==> config.mk <==
export PLATFORM = sky130hd
export DESIGN_NAME = store_unit
export DESIGN_NICKNAME = d
export VERILOG_FILES = /design/src/rtl/utils_pkg.sv /design/src/rtl/store_lane_shifter.sv /design/src/rtl/store_unit.sv
export SDC_FILE = /design/constraint.sdc
export NUM_CORES = 1
export LEC_CHECK = 0
export ABC_CLOCK_PERIOD_IN_PS = 3100
export CORE_AREA = 2 2 147 149
export CTS_CLUSTER_SIZE = 28
export DETAILED_ROUTE_END_ITERATION = 6
export DIE_AREA = 0 0 149 151
export PLACE_DENSITY = 0.93
export REMOVE_ABC_BUFFERS = 1
export SLEW_MARGIN = 30
export SYNTH_ARGS = -nofsm -noshare
export SYNTH_HDL_FRONTEND = slang
export SYNTH_SLANG_ARGS = --single-unit
==> constraint.sdc <==
create_clock -name clk -period 3.1 [get_ports clk]
set_input_delay 0.62 -clock clk [delete_from_list [all_inputs] [get_ports clk]]
set_output_delay 0.62 -clock clk [all_outputs]
set_load 0.03 [all_outputs]
==> src/rtl/utils_pkg.sv <==
// Shared datapath helpers: access-size encoding, byte masks and zero-extension
// used by both the load and store sides of the memory stage.
package utils_pkg;

  localparam int DATA_WIDTH = 64;

  typedef enum logic [1:0] {
    SZ_B = 2'd0,
    SZ_H = 2'd1,
    SZ_W = 2'd2,
    SZ_D = 2'd3
  } mem_size_e;

  function automatic logic [63:0] zext_8(input logic [7:0] v);
    return {56'b0, v};
  endfunction

  function automatic logic [63:0] zext_16(input logic [15:0] v);
    return {48'b0, v};
  endfunction

  function automatic logic [63:0] zext_32(input logic [31:0] v);
    return {32'b0, v};
  endfunction

  function automatic logic [7:0] byte_mask(input mem_size_e size);
    case (size)
      SZ_B:    return 8'h01;
      SZ_H:    return 8'h03;
      SZ_W:    return 8'h0F;
      default: return 8'hFF;
    endcase
  endfunction

  function automatic logic [63:0] data_mask(input logic [63:0] data, input mem_size_e size);
    case (size)
      SZ_B:    return zext_8(data[7:0]);
      SZ_H:    return zext_16(data[15:0]);
      SZ_W:    return zext_32(data[31:0]);
      default: return data;
    endcase
  endfunction

endpackage

==> src/rtl/store_lane_shifter.sv <==
// Positions a store's bytes across two adjacent 8-byte lanes and reports
// whether the upper lane is touched (i.e. the store crosses a boundary).
module store_lane_shifter
  import utils_pkg::*;
(
  input  logic [63:0]  data,
  input  mem_size_e    size,
  input  logic [2:0]   off,
  output logic [127:0] sh128,
  output logic [15:0]  st16,
  output logic         two
);

  assign sh128 = {64'b0, data_mask(data, size)} << {off, 3'b000};
  assign st16  = {8'b0, byte_mask(size)} << off;
  assign two   = |st16[15:8];

endmodule

==> src/rtl/store_unit.sv <==
// RV64I store unit: packs SB/SH/SW/SD into aligned, strobed memory write beats,
// splitting boundary-crossing stores into two beats, and reports completion.
module store_unit
  import utils_pkg::*;
#(
  parameter int DATA_WIDTH = utils_pkg::DATA_WIDTH,
  parameter bit SPLIT_EN   = 1'b1
) (
  input  logic                  clk,
  input  logic                  rst,
  input  logic                  req_valid,
  output logic                  req_ready,
  input  logic [DATA_WIDTH-1:0] req_addr,
  input  logic [DATA_WIDTH-1:0] req_data,
  input  logic [1:0]            req_size,
  output logic                  mem_wvalid,
  input  logic                  mem_wready,
  output logic [DATA_WIDTH-1:0] mem_waddr,
  output logic [DATA_WIDTH-1:0] mem_wdata,
  output logic [7:0]            mem_wstrb,
  input  logic                  mem_bvalid,
  output logic                  done_valid,
  output logic                  done_err
);

  typedef enum logic [2:0] {S_IDLE, S_W0, S_A0, S_W1, S_A1, S_DONE} state_e;

  state_e         state_q, state_d;
  logic [63:0]    base_q, base_d;
  logic [127:0]   sh128_q, sh128_d;
  logic [15:0]    st16_q, st16_d;
  logic           two_q, two_d;
  logic           err_q, err_d;

  logic [127:0]   sh128_w;
  logic [15:0]    st16_w;
  logic           two_w;
  logic           beat1;

  store_lane_shifter u_shifter (
    .data  (req_data),
    .size  (mem_size_e'(req_size)),
    .off   (req_addr[2:0]),
    .sh128 (sh128_w),
    .st16  (st16_w),
    .two   (two_w)
  );

  always_comb begin
    // NOTE: every variable gets a default first so no path leaves it unassigned (no latch).
    state_d = state_q;
    base_d  = base_q;
    sh128_d = sh128_q;
    st16_d  = st16_q;
    two_d   = two_q;
    err_d   = err_q;
    case (state_q)
      S_IDLE: if (req_valid) begin
        base_d  = {req_addr[63:3], 3'b000};
        sh128_d = sh128_w;
        st16_d  = st16_w;
        two_d   = two_w;
        err_d   = two_w && !SPLIT_EN;
        state_d = (two_w && !SPLIT_EN) ? S_DONE : S_W0;
      end
      S_W0:    if (mem_wready) state_d = S_A0;
      S_A0:    if (mem_bvalid) state_d = two_q ? S_W1 : S_DONE;
      S_W1:    if (mem_wready) state_d = S_A1;
      S_A1:    if (mem_bvalid) state_d = S_DONE;
      S_DONE:  state_d = S_IDLE;
      default: state_d = S_IDLE;
    endcase
  end

  always_ff @(posedge clk) begin
    // NOTE: sequential state uses non-blocking assignments so all flops update together.
    if (rst) begin
      state_q <= S_IDLE;
      base_q  <= '0;
      sh128_q <= '0;
      st16_q  <= '0;
      two_q   <= 1'b0;
      err_q   <= 1'b0;
    end else begin
      state_q <= state_d;
      base_q  <= base_d;
      sh128_q <= sh128_d;
      st16_q  <= st16_d;
      two_q   <= two_d;
      err_q   <= err_d;
    end
  end

  // Beat outputs come straight from the captured request, so they are stable while stalled.
  assign beat1      = (state_q == S_W1) || (state_q == S_A1);
  assign req_ready  = (state_q == S_IDLE);
  assign mem_wvalid = (state_q == S_W0) || (state_q == S_W1);
  assign mem_waddr  = beat1 ? base_q + 64'd8 : base_q;
  assign mem_wdata  = beat1 ? sh128_q[127:64] : sh128_q[63:0];
  assign mem_wstrb  = beat1 ? st16_q[15:8] : st16_q[7:0];
  assign done_valid = (state_q == S_DONE);
  assign done_err   = done_valid && err_q;

endmodule
# Word-level counts from Yosys, hierarchy flattened
# Cells that the tools add are included.
# word_totals
word_cells,39
ramBits,0
register_bits,209
romBits,0
inputBits,135
mem_count,0
out_inout_bits,140
latch_bits,0
# classes
n_reduce_logical,7
bitwise_logic,0
multipliers,0
div,0
addsub,1
shifts,2
order_cmp,0
muxes,12
eq_ne,12
# ops
operator,n
case mux 64 bit (3 select lines),1
2-to-1 mux 64 bit,2
left shift 64 x 6 -> 128 bit,1
adder 64 x 4 -> 64 bit (second input constant),1
case mux 8 bit (3 select lines),1
2-to-1 mux 3 bit,6
left shift 8 x 3 -> 16 bit,1
case mux 3 bit (5 select lines),1
inequality test 2 bit (second input constant),5
2-to-1 mux 8 bit,1
OR reduction 8 bit,1
== test 3 x 2 -> 1 bit (second input constant),2
== test 3 bit (second input constant),2
AND reduction 5 bit,1
== test 3 x 1 -> 1 bit (second input constant),1
logical NOT 3 bit,1
== test 2 x 1 -> 1 bit (second input constant),1
== test 2 bit (second input constant),1
logical NOT 2 bit,1
logical OR 1 bit,2
AND reduction 2 bit,1

# Logic depth before layout (Yosys ltp)
# logic_depth
ltp_word,4
mapped_depth,9
mapped_depth_nobuf,6

# By module
# A second synthesis with hierarchy kept.
# unflattened
hier_cells,1802
hier_area_um2,12159.2
# modules_own_cells
module,cells_per_inst,area_each_um2,instances,seq_area_each_um2
store_unit,1357,9390.3,1,4184.0
store_lane_shifter,445,2768.9,1,0.0

# Worst setup path before layout
# No wires, ideal clock.
# synth_timing
path_type,flip-flop to output port
start,register base_q[35]
end,output mem_waddr[59]
t_required_ns,2.480
slack_ns,0.355
arrival_ns,2.125
stages_incl_launch_ff,6
path_buffers,0
cell_sequence,dfxtp_1 nand4_2 or4_4 nor4_4 nand4_1 xnor2_1
# synth_between
elab_chain_len,2
# synth_lines
element,line_no,source
start: declaration,store_unit.sv:29,"logic [63:0] base_q, base_d;"
start signal: assignment,store_unit.sv:86,base_q <= base_d;
adder 64 x 4 -> 64 bit,store_unit.sv:98,assign mem_waddr = beat1 ? base_q + 64'd8 : base_q;
2-to-1 mux 64 bit,store_unit.sv:98,
end: declaration,store_unit.sv:18,"output logic [DATA_WIDTH-1:0] mem_waddr,"
# No other way between the ends.

# Worst setup path in the final report
# layout_timing
start,register base_q[26]
end,output mem_waddr[63]
# The elaborated chain is that of the path after synthesis.

==> results.py <==
metrics = {
    "cells_and_area": {
        "area_growth_pct": 36.0,
        "drive_gt1_share_pct": 17.5,
        "finalNetCount": 1880,
        "antenna_cells": 0,
        "final_cells": 2032,
        "num-fill-cells": 1532,
    },
    "clock_network": {
        "hold_buffers": 0,
        "clkTransAtPathRegs_ns": 0.07,
        "worstSkewPairLatency_ns": 0.43,
        "cts_made_buffers": 17,
        "cts_max_level": 4,
        "cts_buffer_depth": 2,
        "cts_tree": "yes",
        "cts_root_buf": "clkbuf_16",
        "clock_sinks": 200,
    },
    "worst_setup_path": {
        "cp-start-kind": "flop",
        "critPathBufInv": 2,
        "setup.worst_path.class": "flop to primary output",
        "path_cells": "nand3_2, or4_4, nor4_4, buf_6, nand4_1, xnor2_1, buf_4",
        "crit_fanout": 9,
        "slowest_stage": "or4_4",
        "cpPeakStageDelay_ns": 0.52,
        "cp.arrival_ns": 2.48,
        "path_delay_family": "simple AND/OR/NAND/NOR gates",
        "crit_path_end_kind": "primary output",
        "cp.required_ns": 2.48,
    },
    "place": {
        "dpl.cell_count": 1985,
        "io_buffers": 270,
        "dpl.hpwl_mm": 28.6,
        "place.gp.congestion": 0.951,
    },
    "sta": {
        "worst_pin_slew_ns": 0.972,
        "fin_setup_tns_ns": -0.00441,
        "finalMaxSlewViolations": 0,
        "fmax_mhz": 322,
        "grt_setup_unrepaired": "yes",
        "maxSlewHeadroom_pct": 34.9,
        "fin_ws_ns": -0.00441,
        "min_period_ns": 3.10,
        "hold_viol": 0,
        "timing.final.crit_share_pct": 100,
        "skew_ns": 0.00854,
        "finalSetupViolCount": 1,
    },
    "detailed_routing": {
        "ant_nets": 0,
        "dr.first_iter.drc_count": 1435,
        "post_drt_wl_per_cell_um": 20.7,
        "dr_total_vias": 12800,
        "drc_errors": 6,
        "routed_wl_mm": 42.0,
        "viasPerCell": 6.30,
        "firstDrtPassIters": 7,
    },
    "run": {
        "drv_cap": 0,
    },
    "global_route": {
        "grt_max_degree": 93,
        "grt_pass1_wl_mm": 62.9,
        "grt.total_usage_pct": 35.6,
        "overflow": 0,
        "antenna_found_initial": 1,
        "grt_pass1_vias": 12100,
    },
    "floorplan": {
        "dieHeight_um": 151,
        "core_area_um2": 20800,
        "die_area_um2": 22500,
        "fp-row-count": 53,
        "dieWidth_um": 149,
        "floorplan.initialDensity_pct": 53.4,
        "io_pins": 275,
    },
    "logic_synthesis": {
        "yosys.area.top_type": "dfxtp_1",
        "ys_top_cells_by_count": "379 x nand2_1, 200 x dfxtp_1, 134 x a21oi_1",
        "ys_seq_elements": 200,
        "synthCells": 1511,
        "synth_top_cell_area_share_pct": 36.0,
        "synth.area.top_cells": "dfxtp_1 36%, nand2_1 13%, a21oi_1 6.0%, nor2_1 4.3%, a22oi_1 3.4%",
        "synth_ff_type": "dfxtp_1",
        "synth_edf_count": 0,
        "synthArstFlopShare_pct": 0,
        "syn_avg_cell_area_um2": 7.36,
        "ys.warnings.count": 0,
        "synth_most_common_cell": "nand2_1",
        "synth_area_um2": 11100,
        "ys_seq_area_share_pct": 36.0,
        "ys_types": 63,
    },
    "min_path": {
        "worstHoldPathType": "flop to flop",
    },
    "run_status": {
        "violations": "design-rule violations, negative setup slack",
        "status": "complete, but fails checks",
    },
    "power_and_ir_drop": {
        "leakagePower_uw": 0.00616,
        "ir_worst_vdd_v": 0.000391,
        "powerDensity_nw_per_um2": 462,
    },
}
[worst paths after layout]
kind	from	end	slack [ns]	depth (start not counted)
hold reg to reg	sh128_q[102]$_SDFFE_PP0P_	sh128_q[102]$_SDFFE_PP0P_	0.45	2
setup reg to reg	state_q[1]$_SDFFE_PP0P_	sh128_q[52]$_SDFFE_PP0P_	0.91	6
setup / recovery	base_q[26]$_SDFFE_PP0P_	mem_waddr[63]	-0.004	7
hold / removal	sh128_q[102]$_SDFFE_PP0P_	sh128_q[102]$_SDFFE_PP0P_	0.45	2
[routing by layer]
layer | vias up | routed length, um | global-route usage [%]
li1 | 5762 | - | -
met1 | 5910 | 14400 | 40.5
met2 | 941 | 20000 | 61.5
met3 | 181 | 5390 | 9.55
met4 | 2 | 2240 | 18.5
met5 | - | 13 | 0
[stage by stage]
| step | setup WS (ns) | power, uW | util (%) | hold WS, ns | instance area (um^2) |
|---|---|---|---|---|---|
| floorplan | -5.63 | 3780 | - | 0.426 | 10600 |
| global placement | 0.279 | 4610 | 68.5 | 0.440 | 14300 |
| detailed placement | 0.204 | 4650 | 68.5 | 0.445 | 14300 |
| CTS | 0.00222 | 6930 | 71.9 | 0.453 | 15000 |
| global route | -0.105 | 7200 | 72.6 | 0.475 | 15100 |
| finish | -0.00441 | 6980 | 72.6 | 0.451 | 15100 |
[cells by family (layout without fill, tap and decap cells)]
kind of cell,after synthesis,in the layout,synth area share (%)
AOI/OAI and AO/OA,356,356,20.2
xor gates and xnor gates,61,61,4.80
adders and majority gates,1,1,0.112
buffers and inverters,137,380,5.16
DFF,200,200,36.0
muxes,41,41,4.05
other,1,4,0.0337
and+or+nand+nor,714,714,29.6
[tightest hold or removal path, delay by kind of cell, from the launching register on]
kind               cells  cell delay (ns)
AOI/OAI and AO/OA      1             0.05
DFF                    1             0.31
and+or+nand+nor        1             0.05
[power breakdown]
| part | internal (uW) | switching (uW) | total, uW |
|---|---|---|---|
| combinational | 710 | 1080 | 1790 |
| clock | 1290 | 1040 | 2320 |
| sequential | 2730 | 139 | 2870 |
| total | 4720 | 2260 | 6980 |
[flip-flops by register name, summed over array words and instances, names as in the netlist]
signal and count:
two_q 1, sh128_q 120, st16_q 15, state_q 3
base_q 61
[final cells by class]
cell class                 instances  area (um^2)  share of cell area [%]
clock buffer                      20          437                    2.89
sequential                       200         4050                    26.8
timing repair buffer             340         3410                    22.6
tap                              275          344                    2.28
multi-input combinational       1177         6690                    44.2
clock inverter                    12          164                    1.08
inverter                           8         30.0                   0.199
[cell usage in the layout (no fill, tap or decap), types with 9 or more instances in the layout]
| cell | n |
|---|---|
| nor3_1 | 40 |
| buf_12 | 38 |
| and3_1 | 28 |
| a32oi_1 | 16 |
| a221oi_1 | 14 |
| nand4_1 | 21 |
| buf_4 | 141 |
| a22oi_1 | 50 |
| dfxtp_1 | 179 |
| clkbuf_16 | 17 |
| o211ai_1 | 10 |
| nor4_1 | 10 |
| clkdlybuf4s50_1 | 145 |
| mux2i_1 | 9 |
| a21oi_1 | 134 |
| xnor2_1 | 41 |
| mux2_2 | 32 |
| xor2_1 | 19 |
| o221ai_1 | 16 |
| a31oi_1 | 11 |
| o21ai_0 | 67 |
| nand2_1 | 378 |
| nand2b_1 | 13 |
| a21o_1 | 10 |
| nand3_1 | 32 |
| dfxtp_2 | 13 |
| nor2_1 | 125 |
[repair_timing]
item                                    4_1_cts  5_1_grt
resized for setup                            28       32
hold endpoints to repair                      0        0
pin swaps                                     6       11
endpoints found under the setup margin       62       48
setup buffers                                 8        7
(Power assumes the default switching activity.)
